--- src/rtl/deserializer_sipo.sv ---
// Serial-in parallel-out deserializer: LSB-first framed bit stream into DATA_WIDTH-bit words,
// with a one-word output holding register, sticky overrun and frame-restart error pulse.
module deserializer_sipo #(
  parameter int DATA_WIDTH = 8
) (
  input  logic                  clk,
  input  logic                  rst,
  input  logic                  srl_in,
  input  logic                  shift,
  input  logic                  frame_start,
  input  logic                  data_ack,
  input  logic                  clr_ovr,
  output logic [DATA_WIDTH-1:0] data_out,
  output logic                  data_valid,
  output logic                  RX_active,
  output logic                  overrun,
  output logic                  frame_err
);

  localparam int CNT_W = $clog2(DATA_WIDTH + 1);
  localparam logic [CNT_W-1:0] LAST_CNT = CNT_W'(DATA_WIDTH - 1);
  localparam logic [CNT_W-1:0] ONE_CNT  = CNT_W'(1);

  typedef enum logic {IDLE, SHIFT} state_t;

  state_t                r_state;
  logic [CNT_W-1:0]      r_cnt;
  logic [DATA_WIDTH-1:0] r_sr;
  logic [DATA_WIDTH-1:0] r_dout;
  logic                  r_valid;
  logic                  r_ovr;
  logic                  r_ferr;

  logic [DATA_WIDTH-1:0] w_sr_next;
  logic                  w_in_shift;
  logic                  w_accept;
  logic                  w_restart;
  logic                  w_complete;
  logic                  w_drop;

  assign w_in_shift = (r_state == SHIFT);
  assign w_sr_next  = {srl_in, r_sr[DATA_WIDTH-1:1]};
  assign w_accept   = shift && (w_in_shift || frame_start);
  assign w_restart  = shift && frame_start && w_in_shift;
  assign w_complete = shift && !frame_start && w_in_shift && (r_cnt == LAST_CNT);
  // A completed word is lost only if the previous one is still unconsumed this cycle.
  assign w_drop     = w_complete && r_valid && !data_ack;

  always_ff @(posedge clk or posedge rst) begin
    if (rst) begin
      r_state <= IDLE;
      r_cnt   <= '0;
      r_sr    <= '0;
      r_dout  <= '0;
      r_valid <= 1'b0;
      r_ovr   <= 1'b0;
      r_ferr  <= 1'b0;
    end else begin
      r_ferr <= w_restart;

      if (w_accept) begin
        r_sr <= w_sr_next;
      end

      case (r_state)
        IDLE: begin
          if (shift && frame_start) begin
            r_cnt   <= ONE_CNT;
            r_state <= SHIFT;
          end
        end
        SHIFT: begin
          if (shift) begin
            if (frame_start) begin
              r_cnt <= ONE_CNT;
            end else if (r_cnt == LAST_CNT) begin
              r_cnt   <= '0;
              r_state <= IDLE;
            end else begin
              r_cnt <= r_cnt + ONE_CNT;
            end
          end
        end
        default: begin
          r_state <= IDLE;
          r_cnt   <= '0;
        end
      endcase

      // Word is presented on the same edge that samples its final bit.
      if (w_complete && !w_drop) begin
        r_dout  <= w_sr_next;
        r_valid <= 1'b1;
      end else if (data_ack) begin
        r_valid <= 1'b0;
      end

      if (w_drop) begin
        r_ovr <= 1'b1;
      end else if (clr_ovr) begin
        r_ovr <= 1'b0;
      end
    end
  end

  assign data_out   = r_dout;
  assign data_valid = r_valid;
  assign RX_active  = w_in_shift;
  assign overrun    = r_ovr;
  assign frame_err  = r_ferr;

endmodule
--- config.mk ---
export PLATFORM = sky130hd
export DESIGN_NAME = deserializer_sipo
export DESIGN_NICKNAME = d
export VERILOG_FILES = /design/src/rtl/deserializer_sipo.sv
export SDC_FILE = /design/constraint.sdc
export NUM_CORES = 1
export LEC_CHECK = 0
export BUFFER_PORTS_ARGS = -buffer_cell sky130_fd_sc_hd__buf_4
export CAP_MARGIN = 40
export CORE_UTILIZATION = 45
export CTS_CLUSTER_SIZE = 16
export DETAILED_ROUTE_END_ITERATION = 12
export HOLD_SLACK_MARGIN = 0.12
export MAX_ROUTING_LAYER = met4
export PLACE_DENSITY = 0.67
export SLEW_MARGIN = 20
export SYNTH_ARGS = -nofsm -noshare
export SYNTH_HDL_FRONTEND = slang
export SYNTH_SLANG_ARGS = --single-unit
export TNS_END_PERCENT = 100
--- constraint.sdc ---
create_clock -name clk -period 1.9 [get_ports clk]
set_input_delay 0.38 -clock clk [delete_from_list [all_inputs] [get_ports clk]]
set_output_delay 0.38 -clock clk [all_outputs]
set_load 0.02 [all_outputs]
==> results.cfg, run 1 <==
[placement]
gp_congestion = 0.782
dp_hpwl_um = 1140
portBuffers = 18
placed_cells = 113
pre_cts_ws_ns = 0.0129
placed_cell_area_um2 = 1150

[routing]
num_vias = 619
routedWlPerCell_um = 13.7
routed_wl_um = 1620
first_iter_violations = 14
route.detailed.drc = 0
ant_nets = 0
via_per_inst = 5.25
first_pass_iters = 4

[cts]
cts_buffers = 3
cts_tree = built
clk_latency_ns = 0.30
clkTransAtPathRegs_ns = 0.13
cts.sinks = 23
cts_max_path_buffers = 2
ctsHtreeMaxLevel = 1
cts-root-buf = clkbuf_4

[setup_path]
crit_slowest_cell = and4bb_2
reg2reg_depth = 4
worst-endpoint-arrival_ns = 1.98
cp-endpoint = data_out[6]
start_kind = register
cp_max_fo = 8
critPathRequiredTime_ns = 2.10
r2r-start = r_cnt[0]
max_stage_delay_ns = 0.45
reg2reg_setup_slack_ns = 0.12
worstReg2RegEnd = data_out[6]
critical_path_class = reg -> reg
worstPathCellList = ha_1 > and3b_1 > and4bb_2 > mux2_4
startpoint = r_cnt[0]
worstSetupEndpointType = register

[floorplan]
core-area_um2 = 2020
io_pins = 19
rows = 16
start_util_pct = 49.6
die_x_um = 49.2
dieHeight_um = 49.2
die_area_um2 = 2420

[sta]
holdWs_ns = 0.252
hold_viol = 0
max_freq_mhz = 563
rsz0062_at_grt = no
skew_ns = 0.00516
setup_viol = 0
worst_slew_pin_slew_ns = 0.391
timing.final.ws_setup_ns = 0.123
period_needed_ns = 1.78
relSlewSlack_pct = 73.9
maxSlewViolCount = 0
setup_tns_ns = 0
period_share_pct = 93.5

[layout]
nets = 100
instances_no_fill = 118
area_delta_synth_final_pct = 19.0
nFillCells = 171
stdcell_area_um2 = 1190
drive_above_1_share_pct = 38.5
diodes = 0

[synth]
synth_warnings = 0
synth_nets = 78
synth_seq_area_share_pct = 57.4
syn-cell-area_um2 = 1000
syn_area_per_cell_um2 = 14.3
syn_inst = 70
synth_cell_types = 28
ys_ff_latch = 23

[grt]
grt-ovfl-total = 0
antenna_found_initial = 0
grt_pass1_vias = 658
grt_start_max_net_pins = 24
grt_usage_pct = 16.7
grt_pass1_wl_um = 2900

[run_status]
status = finished clean

[power_and_ir_drop]
powerDensity_nw_per_um2 = 991
p_leak_nw = 0.578
vdd_ir_drop_max_mv = 0.463

[min_path]
holdCritPathClass = in -> reg

[run]
maxCapViolations = 0
==> cells in the final DEF, fill, tap and decap left out, drive strengths merged, types with 2 or more instances in the layout <==
cell    netlist  final
nand2         3      3
inv           4      4
buf           4     20
dfrtp        23     23
mux2         15     15
clkbuf        0      3
a22o          2      2
o21ai         3      3
==> where the power goes <==
group | switching [mW] | total (mW) | internal, mW
logic | 0.135 | 0.303 | 0.168
registers | 0.0662 | 0.658 | 0.592
clock network | 0.142 | 0.221 | 0.0785
total | 0.344 | 1.18 | 0.838
==> worst min path at each step <==
stage | from | endpoint | slack, ns | cells past startpoint
after detailed placement | rst | data_out[7] | 0.45 | 3
after global placement | rst | data_out[6] | 0.44 | 3
final | clr_ovr | overrun | 0.25 | 2
after floorplan | rst | RX_active | 0.38 | 1
after CTS | clr_ovr | overrun | 0.24 | 2
after global routing | clr_ovr | overrun | 0.24 | 2
==> repair_timing <==
item / CTS / global route
buffers inserted: 0 / 0
hold buffers: 1 / 0
endpoints found under the setup margin: 7 / 0
endpoints found under the hold margin: 23 / 0
gates resized for setup: 1 / 0
==> synth_stat cells <==
library cell  number  area (µm²)
o2bb2ai_1          1        8.76
o22ai_1            1        6.26
inv_1              4        15.0
mux2_4             8         120
buf_6              1        11.3
o41ai_1            1        8.76
dfrtp_1           23         576
a22o_1             2        17.5
mux2_1             7        78.8
and3_1             1        6.26
and4bb_1           1        12.5
and4_1             1        8.76
nand2b_1           1        6.26
a21oi_1            1        5.00
o21ai_1            2        10.0
o21ai_2            1        8.76
and3b_1            1        8.76
nand2_4            1        11.3
nor2b_1            1        6.26
ha_1               1        12.5
nor4_1             1        6.26
buf_4              2        15.0
a31oi_1            1        6.26
a221o_1            1        10.0
buf_2              1        5.00
nor3_1             1        5.00
nand2_1            2        7.51
or3b_1             1        8.76
==> metal layers <==
metal | up-vias | track usage (%) | share of wire, %
met5 | - | - | 0
met4 | 0 | 8.82 | 0.74
met3 | 2 | 2.80 | 3.8
met2 | 15 | 25.1 | 49
met1 | 309 | 21.5 | 47
li1 | 293 | - | -
==> state kept, by name, indices dropped and copies added (netlist names) <==
name / flops
overrun: 1
r_cnt: 4
data_valid: 1
data_out: 8
RX_active: 1
frame_err: 1
r_sr: 7
==> worst max-delay path, delay by kind of cell, from the launching register on <==
| family | cells | cell delay (ns) |
|---|---|---|
| flops | 1 | 0.43 |
| mux | 1 | 0.34 |
| simple gates | 2 | 0.67 |
| fa+ha+maj | 1 | 0.24 |
==> metrics by stage <==
| stage | utilization [%] | power [mW] |
|---|---|---|
| after global placement | 57.1 | 0.963 |
| after CTS | 59.0 | 1.20 |
| final | 59.0 | 1.18 |
| after global routing | 59.0 | 1.25 |
| after floorplan | - | 0.858 |
| after detailed placement | 57.1 | 0.978 |
==> final cells by class <==
class / count / area [µm²] / share of cell area, %
clock buffer: 3 / 22.5 / 1.89
clock inverter: 1 / 5.00 / 0.420
inverter: 4 / 15.0 / 1.26
multi-input combinational: 39 / 380 / 31.9
sequential: 23 / 576 / 48.3
tap: 27 / 33.8 / 2.83
timing repair buffer: 21 / 160 / 13.4
==> cells by family (layout without fill, tap and decap cells) <==
logic type | Yosys count | after routing | synth area share, %
flip-flops | 23 | 23 | 57.4
multiplexers | 15 | 15 | 19.9
AND/OR/NAND/NOR | 12 | 12 | 8.74
AO/OA/AOI/OAI | 11 | 11 | 8.12
buffers and inverters | 8 | 29 | 4.62
adder cells (fa/ha/maj) | 1 | 1 | 1.25
(Power assumes the default switching activity.)
==> run 2, diff against run 1 <==
--- a/config.mk
+++ b/config.mk
@@ -5,6 +5,7 @@
 export SDC_FILE = /design/constraint.sdc
 export NUM_CORES = 1
 export LEC_CHECK = 0
+export ABC_AREA = 1
 export BUFFER_PORTS_ARGS = -buffer_cell sky130_fd_sc_hd__buf_4
 export CAP_MARGIN = 40
 export CORE_UTILIZATION = 45
==> results.cfg, run 2 <==
[placement]
gp_congestion = 0.785
portBuffers = 18
dp_hpwl_um = 1260

[synth]
ys_ff_latch = 23
synth_nets = 116
syn_inst = 108
synth_common_cells = nand2_1 (39), dfrtp_1 (23), nand4_1 (9)
syn-cell-area_um2 = 993
synthTopCellsByArea = dfrtp_1 (58%), nand2_1 (15%), nand4_1 (5.7%)
synth_warnings = 0
synth_cell_types = 19
post-synth-top-count-cell = nand2_1
synth_top_flop_cell = dfrtp_1
syn_area_per_cell_um2 = 9.20
synth_seq_area_share_pct = 57.9
synth.top_cell.area_share_pct = 57.9
synth_edf_count = 0
synth_top_area_cell = dfrtp_1
async_flop_share_pct = 100

[grt]
grt_pass1_vias = 722
grt_use_met2_pct = 27.3
grt-busiest-layer = met2
grt_pass1_wl_um = 3150
grtUsageMet3_pct = 3.12
antenna_found_initial = 0
grt_start_max_net_pins = 24
grt.met1_usage_pct = 23.2
grt-ovfl-total = 0
grt_usage_pct = 17.9

[floorplan]
io_pins = 19
die_x_um = 49.0
die_area_um2 = 2400
rows = 16
start_util_pct = 49.1
core-area_um2 = 2020
dieHeight_um = 49.0

[setup_path]
worst-endpoint-arrival_ns = 1.68
r2r-start = r_cnt[0]
worstPathCellList = ha_1 > nand2_2 > nor2_4 > nand3_2 > nand2_1 > nand2_1
cp_max_fo = 12
critical_path_class = reg -> reg
max_stage_delay_ns = 0.43
critPathRequiredTime_ns = 2.11
start_kind = register
worstSetupEndpointType = register
worst_path_most_repeated_cell = nand2_1
startpoint = r_cnt[0]
crit_slowest_cell = dfrtp_1

[sta]
setup_viol = 0
hold_viol = 0
max_freq_mhz = 680
relSlewSlack_pct = 75.1
setup_tns_ns = 0
period_share_pct = 77.4
skew_ns = 0.00360
rsz0062_at_grt = no
maxSlewViolCount = 0
period_needed_ns = 1.47
worst_slew_pin_slew_ns = 0.372

[min_path]
holdCritPathClass = in -> reg
min_from = clr_ovr

[cts]
cts_max_path_buffers = 2
cts.sinks = 23
cts_buffers = 3
ctsHoldBuffers = 1
cts_setup_buffers = 0
clkTransAtPathRegs_ns = 0.12
clk_latency_ns = 0.31
cts_tree = built
ctsHtreeMaxLevel = 1
cts-root-buf = clkbuf_4
cts_resized = 0

[power_and_ir_drop]
vdd_ir_drop_max_mv = 0.507
power.total_mw = 0.975
p_leak_nw = 0.634
powerDensity_nw_per_um2 = 819

[routing]
via_per_inst = 4.87
first_iter_violations = 27
routed_wl_um = 1750
routedWlPerCell_um = 11.2
num_vias = 765
ant_nets = 0
route.detailed.drc = 0
first_pass_iters = 4

[layout]
final_cell_mix = nand2_1 (39), dfrtp_1 (23), buf_4 (20), nand4_1 (9), inv_1 (8)
nets = 139
drive_above_1_share_pct = 24.6
layout_commonest_cell = nand2_1
largest_register_ffs = 8
area_delta_synth_final_pct = 19.8
diodes = 0

[run]
maxCapViolations = 0

[run_status]
status = finished clean
[run 2: cell types whose count changed after synthesis, sizes merged, moves of 2 or more]
cell / change
a22o: -2
inv: +5
mux2: -15
nand2: +40
nand3: +5
nand4: +9
nor2: +5
o21ai: +5
[run 2: worst max-delay path, delay by kind of cell, from the launching register on]
family	cells	cell delay, ns
DFF	1	0.43
adders and majority gates	1	0.23
and+or+nand+nor	5	0.72
[run 2: area by class of cell]
class | instances | area [µm²]
clock buffers | 4 | 26.3
repair buffers | 21 | 160
flip-flops and latches | 23 | 576
inverters | 9 | 33.8
fillers | 178 | 832
well taps | 27 | 33.8
multi-input cells | 73 | 360
[run 2: worst paths after layout]
check | end | slack [ns] | cells after the start
worst min register to register | data_out[2] | 0.49 | 2
worst min-delay path | overrun | 0.24 | 2
min in group asynchronous | data_out[2] | 0.65 | 4
worst max register to register | data_out[5] | 0.43 | 6
max in group asynchronous | r_sr[1] | 1.03 | 4
worst max-delay path | data_out[5] | 0.43 | 6
[run 2: kinds of logic (layout without fill, tap and decap cells)]
| group | Yosys count | after routing | share of synthesized area [%] |
|---|---|---|---|
| XOR/XNOR | 1 | 1 | 0.882 |
| AO/OA/AOI/OAI | 9 | 9 | 5.29 |
| adder cells (fa/ha/maj) | 1 | 1 | 1.26 |
| flip-flops | 23 | 23 | 57.9 |
| AND/OR/NAND/NOR | 62 | 62 | 28.8 |
| buffers and inverters | 12 | 34 | 5.79 |
[run 2: power breakdown]
part,switching (mW),internal (mW),leakage [nW],total (mW)
logic,0.0948,0.0680,0.317,0.163
registers,0.0419,0.545,0.302,0.587
clock network,0.143,0.0820,0.0150,0.225
total,0.279,0.695,0.634,0.975
[run 2: metrics by stage]
stage / utilization, % / hold slack [ns] / setup WS [ns] / cells / cell area, µm²
final: 58.8 / 0.240 / 0.430 / 157 / 1190
after global routing: 58.8 / 0.216 / 0.279 / 157 / 1190
after CTS: 58.8 / 0.227 / 0.431 / 157 / 1190
after detailed placement: 57.1 / 0.441 / 0.445 / 152 / 1150
after global placement: 57.1 / 0.440 / 0.525 / 152 / 1150
after floorplan: - / 0.382 / 0.749 / 108 / 993
[run 2: routing by layer]
metal	up-vias	share of wire, %	wire length [µm]
met2	19	44	773
li1	393	-	-
met3	4	3.8	66
met4	0	1.8	31
met5	-	0	0
met1	349	50	883
==> run 3, diff against run 2 <==
--- a/config.mk
+++ b/config.mk
@@ -5,7 +5,7 @@
 export SDC_FILE = /design/constraint.sdc
 export NUM_CORES = 1
 export LEC_CHECK = 0
-export ABC_AREA = 1
+export ABC_AREA = 0
 export BUFFER_PORTS_ARGS = -buffer_cell sky130_fd_sc_hd__buf_4
 export CAP_MARGIN = 40
 export CORE_UTILIZATION = 45
==> constraint.sdc (replaced) <==
create_clock -name clk -period 1.5 [get_ports clk]
set_input_delay 0.3 -clock clk [delete_from_list [all_inputs] [get_ports clk]]
set_output_delay 0.3 -clock clk [all_outputs]
set_load 0.02 [all_outputs]
==> results.cfg, run 3 (same netlist as run 1, synthesis figures left out) <==
[placement]
gp_congestion = 0.883
portBuffers = 18
dp_hpwl_um = 1240
pre_cts_ws_ns = -0.178

[power_and_ir_drop]
switching_share_pct = 28.7
vdd_ir_drop_max_mv = 0.756
p_seq_share_pct = 54.0
powerDensity_nw_per_um2 = 1220
p_clk_share_pct = 18.1
power_switching_mw = 0.442
power.total_mw = 1.54
p_leak_nw = 0.623
pwr-share-comb_pct = 27.9
internal_power_mw = 1.10

[grt]
grt-ovfl-total = 0
grt_start_max_net_pins = 17
grt_pass1_wl_um = 2980
antenna_found_initial = 0
grt_usage_pct = 17.3
grt_pass1_vias = 646

[layout]
nFillCells = 172
largest_register_ffs = 8
drive_above_1_share_pct = 45.0
final_cell_mix = buf_4 (29), dfrtp_1 (23), mux2_4 (8), mux2_1 (7), inv_1 (4)
area_delta_synth_final_pct = 26.3
nets = 109
utilization_pct = 62.6
layout_commonest_cell = buf_4
diodes = 0

[sta]
rsz0062_at_grt = yes
hold_viol = 0
setup_viol = 8
max_freq_mhz = 660
maxSlewViolCount = 0
worst_slew_pin_slew_ns = 0.371
timing.final.ws_setup_ns = -0.0141
period_needed_ns = 1.51
relSlewSlack_pct = 75.3
skew_ns = 0.00968
period_share_pct = 101

[routing]
via_per_inst = 5.15
routed_wl_um = 1690
first_pass_iters = 4
ant_nets = 0
first_iter_violations = 4
route.detailed.drc = 0
num_vias = 654
routedWlPerCell_um = 13.3

[cts]
clk_latency_ns = 0.31
cts_max_path_buffers = 2
ctsHtreeMaxLevel = 1
cts_buffers = 3
cts_tree = built
cts-root-buf = clkbuf_4
cts.sinks = 23
clkTransAtPathRegs_ns = 0.13

[floorplan]
io_pins = 19
die_area_um2 = 2420
start_util_pct = 49.6
core-area_um2 = 2020
die_x_um = 49.2
dieHeight_um = 49.2
rows = 16

[setup_path]
critPathRequiredTime_ns = 1.71
critical_path_class = reg -> reg
worstSetupEndpointType = register
start_kind = register
worst-endpoint-arrival_ns = 1.73
cp_max_fo = 8

[run_status]
violations = negative setup slack
status = finished with violations

[min_path]
holdCritPathClass = in -> reg

[run]
maxCapViolations = 0
[run 3: cell types whose count changed in the layout (fill, tap and decap cells not counted), moves of 2 or more]
cell and delta:
inv_1 -4, buf_4 +9, mux2_4 +8, o21ai_0 -5, nand2_1 -37, nand3_1 -4, nand2_2 -4, nand4_1 -9
mux2_1 +7, nor2_1 -3, a22o_1 +2
[run 3: final timing paths]
path	startpoint	end	slack (ns)	depth (start not counted)
max	r_cnt[1]	data_out[3]	-0.01	4
max in group asynchronous	rst	r_sr[5]	0.49	4
min in group asynchronous	rst	r_sr[7]	0.50	3
min reg2reg	r_sr[1]	r_sr[1]	0.52	1
max reg2reg	r_cnt[1]	data_out[3]	-0.01	4
min	clr_ovr	overrun	0.17	2
[run 3: power by group through the flow]
| stage | clock (mW) | combinational (mW) | sequential [mW] |
|---|---|---|---|
| 2_1_floorplan | 0 | 0.194 | 0.894 |
| 3_3_place_gp | 0 | 0.417 | 0.840 |
| 3_5_place_dp | 0 | 0.425 | 0.845 |
| 4_1_cts | 0.293 | 0.434 | 0.833 |
| 5_1_grt | 0.313 | 0.468 | 0.848 |
| 6_report | 0.278 | 0.429 | 0.831 |
[run 3: layer usage]
metal	vias to the layer above	share of wire, %	global-route usage [%]
li1	313	-	-
met5	-	0	-
met1	322	49	21.8
met2	17	45	26.7
met4	0	0.77	4.41
met3	2	4.5	5.61
[run 3: layout make-up]
type / count / area [µm²] / share of cell area (%)
flip-flops and latches: 23 / 576 / 45.5
multi-input cells: 39 / 387 / 30.5
repair buffers: 30 / 228 / 18.0
well taps: 27 / 33.8 / 2.67
clock buffers: 3 / 22.5 / 1.78
inverters: 4 / 15.0 / 1.19
clock inverters: 1 / 5.00 / 0.395
[run 3: worst max-delay path, stage by stage, from the launching register on]
cell and delay [ns]:
dfrtp_1 0.38, ha_2 0.18, and3b_1 0.18, and4bb_4 0.36, mux2_4 0.32
[run 3: stage by stage]
| stage | hold slack, ns | instance area [µm²] | std cells | TNS [ns] |
|---|---|---|---|---|
| 3_5_place_dp | 0.276 | 1220 | 121 | -1.38 |
| 5_1_grt | 0.166 | 1270 | 127 | -0.325 |
| 3_3_place_gp | 0.272 | 1220 | 121 | -1.19 |
| 2_1_floorplan | 0.302 | 1000 | 70 | -0.0828 |
| 4_1_cts | 0.157 | 1270 | 127 | -0.0187 |
| 6_report | 0.169 | 1270 | 127 | -0.0796 |
[run 3: what timing repair did]
item / in CTS / in global routing
pin swaps: 1 / 0
gates cloned: 0 / 0
hold endpoints to repair: 7 / 0
buffers inserted: 1 / 0
endpoints found under the setup margin: 8 / 8
gates resized for setup: 2 / 0
hold buffers: 1 / 0
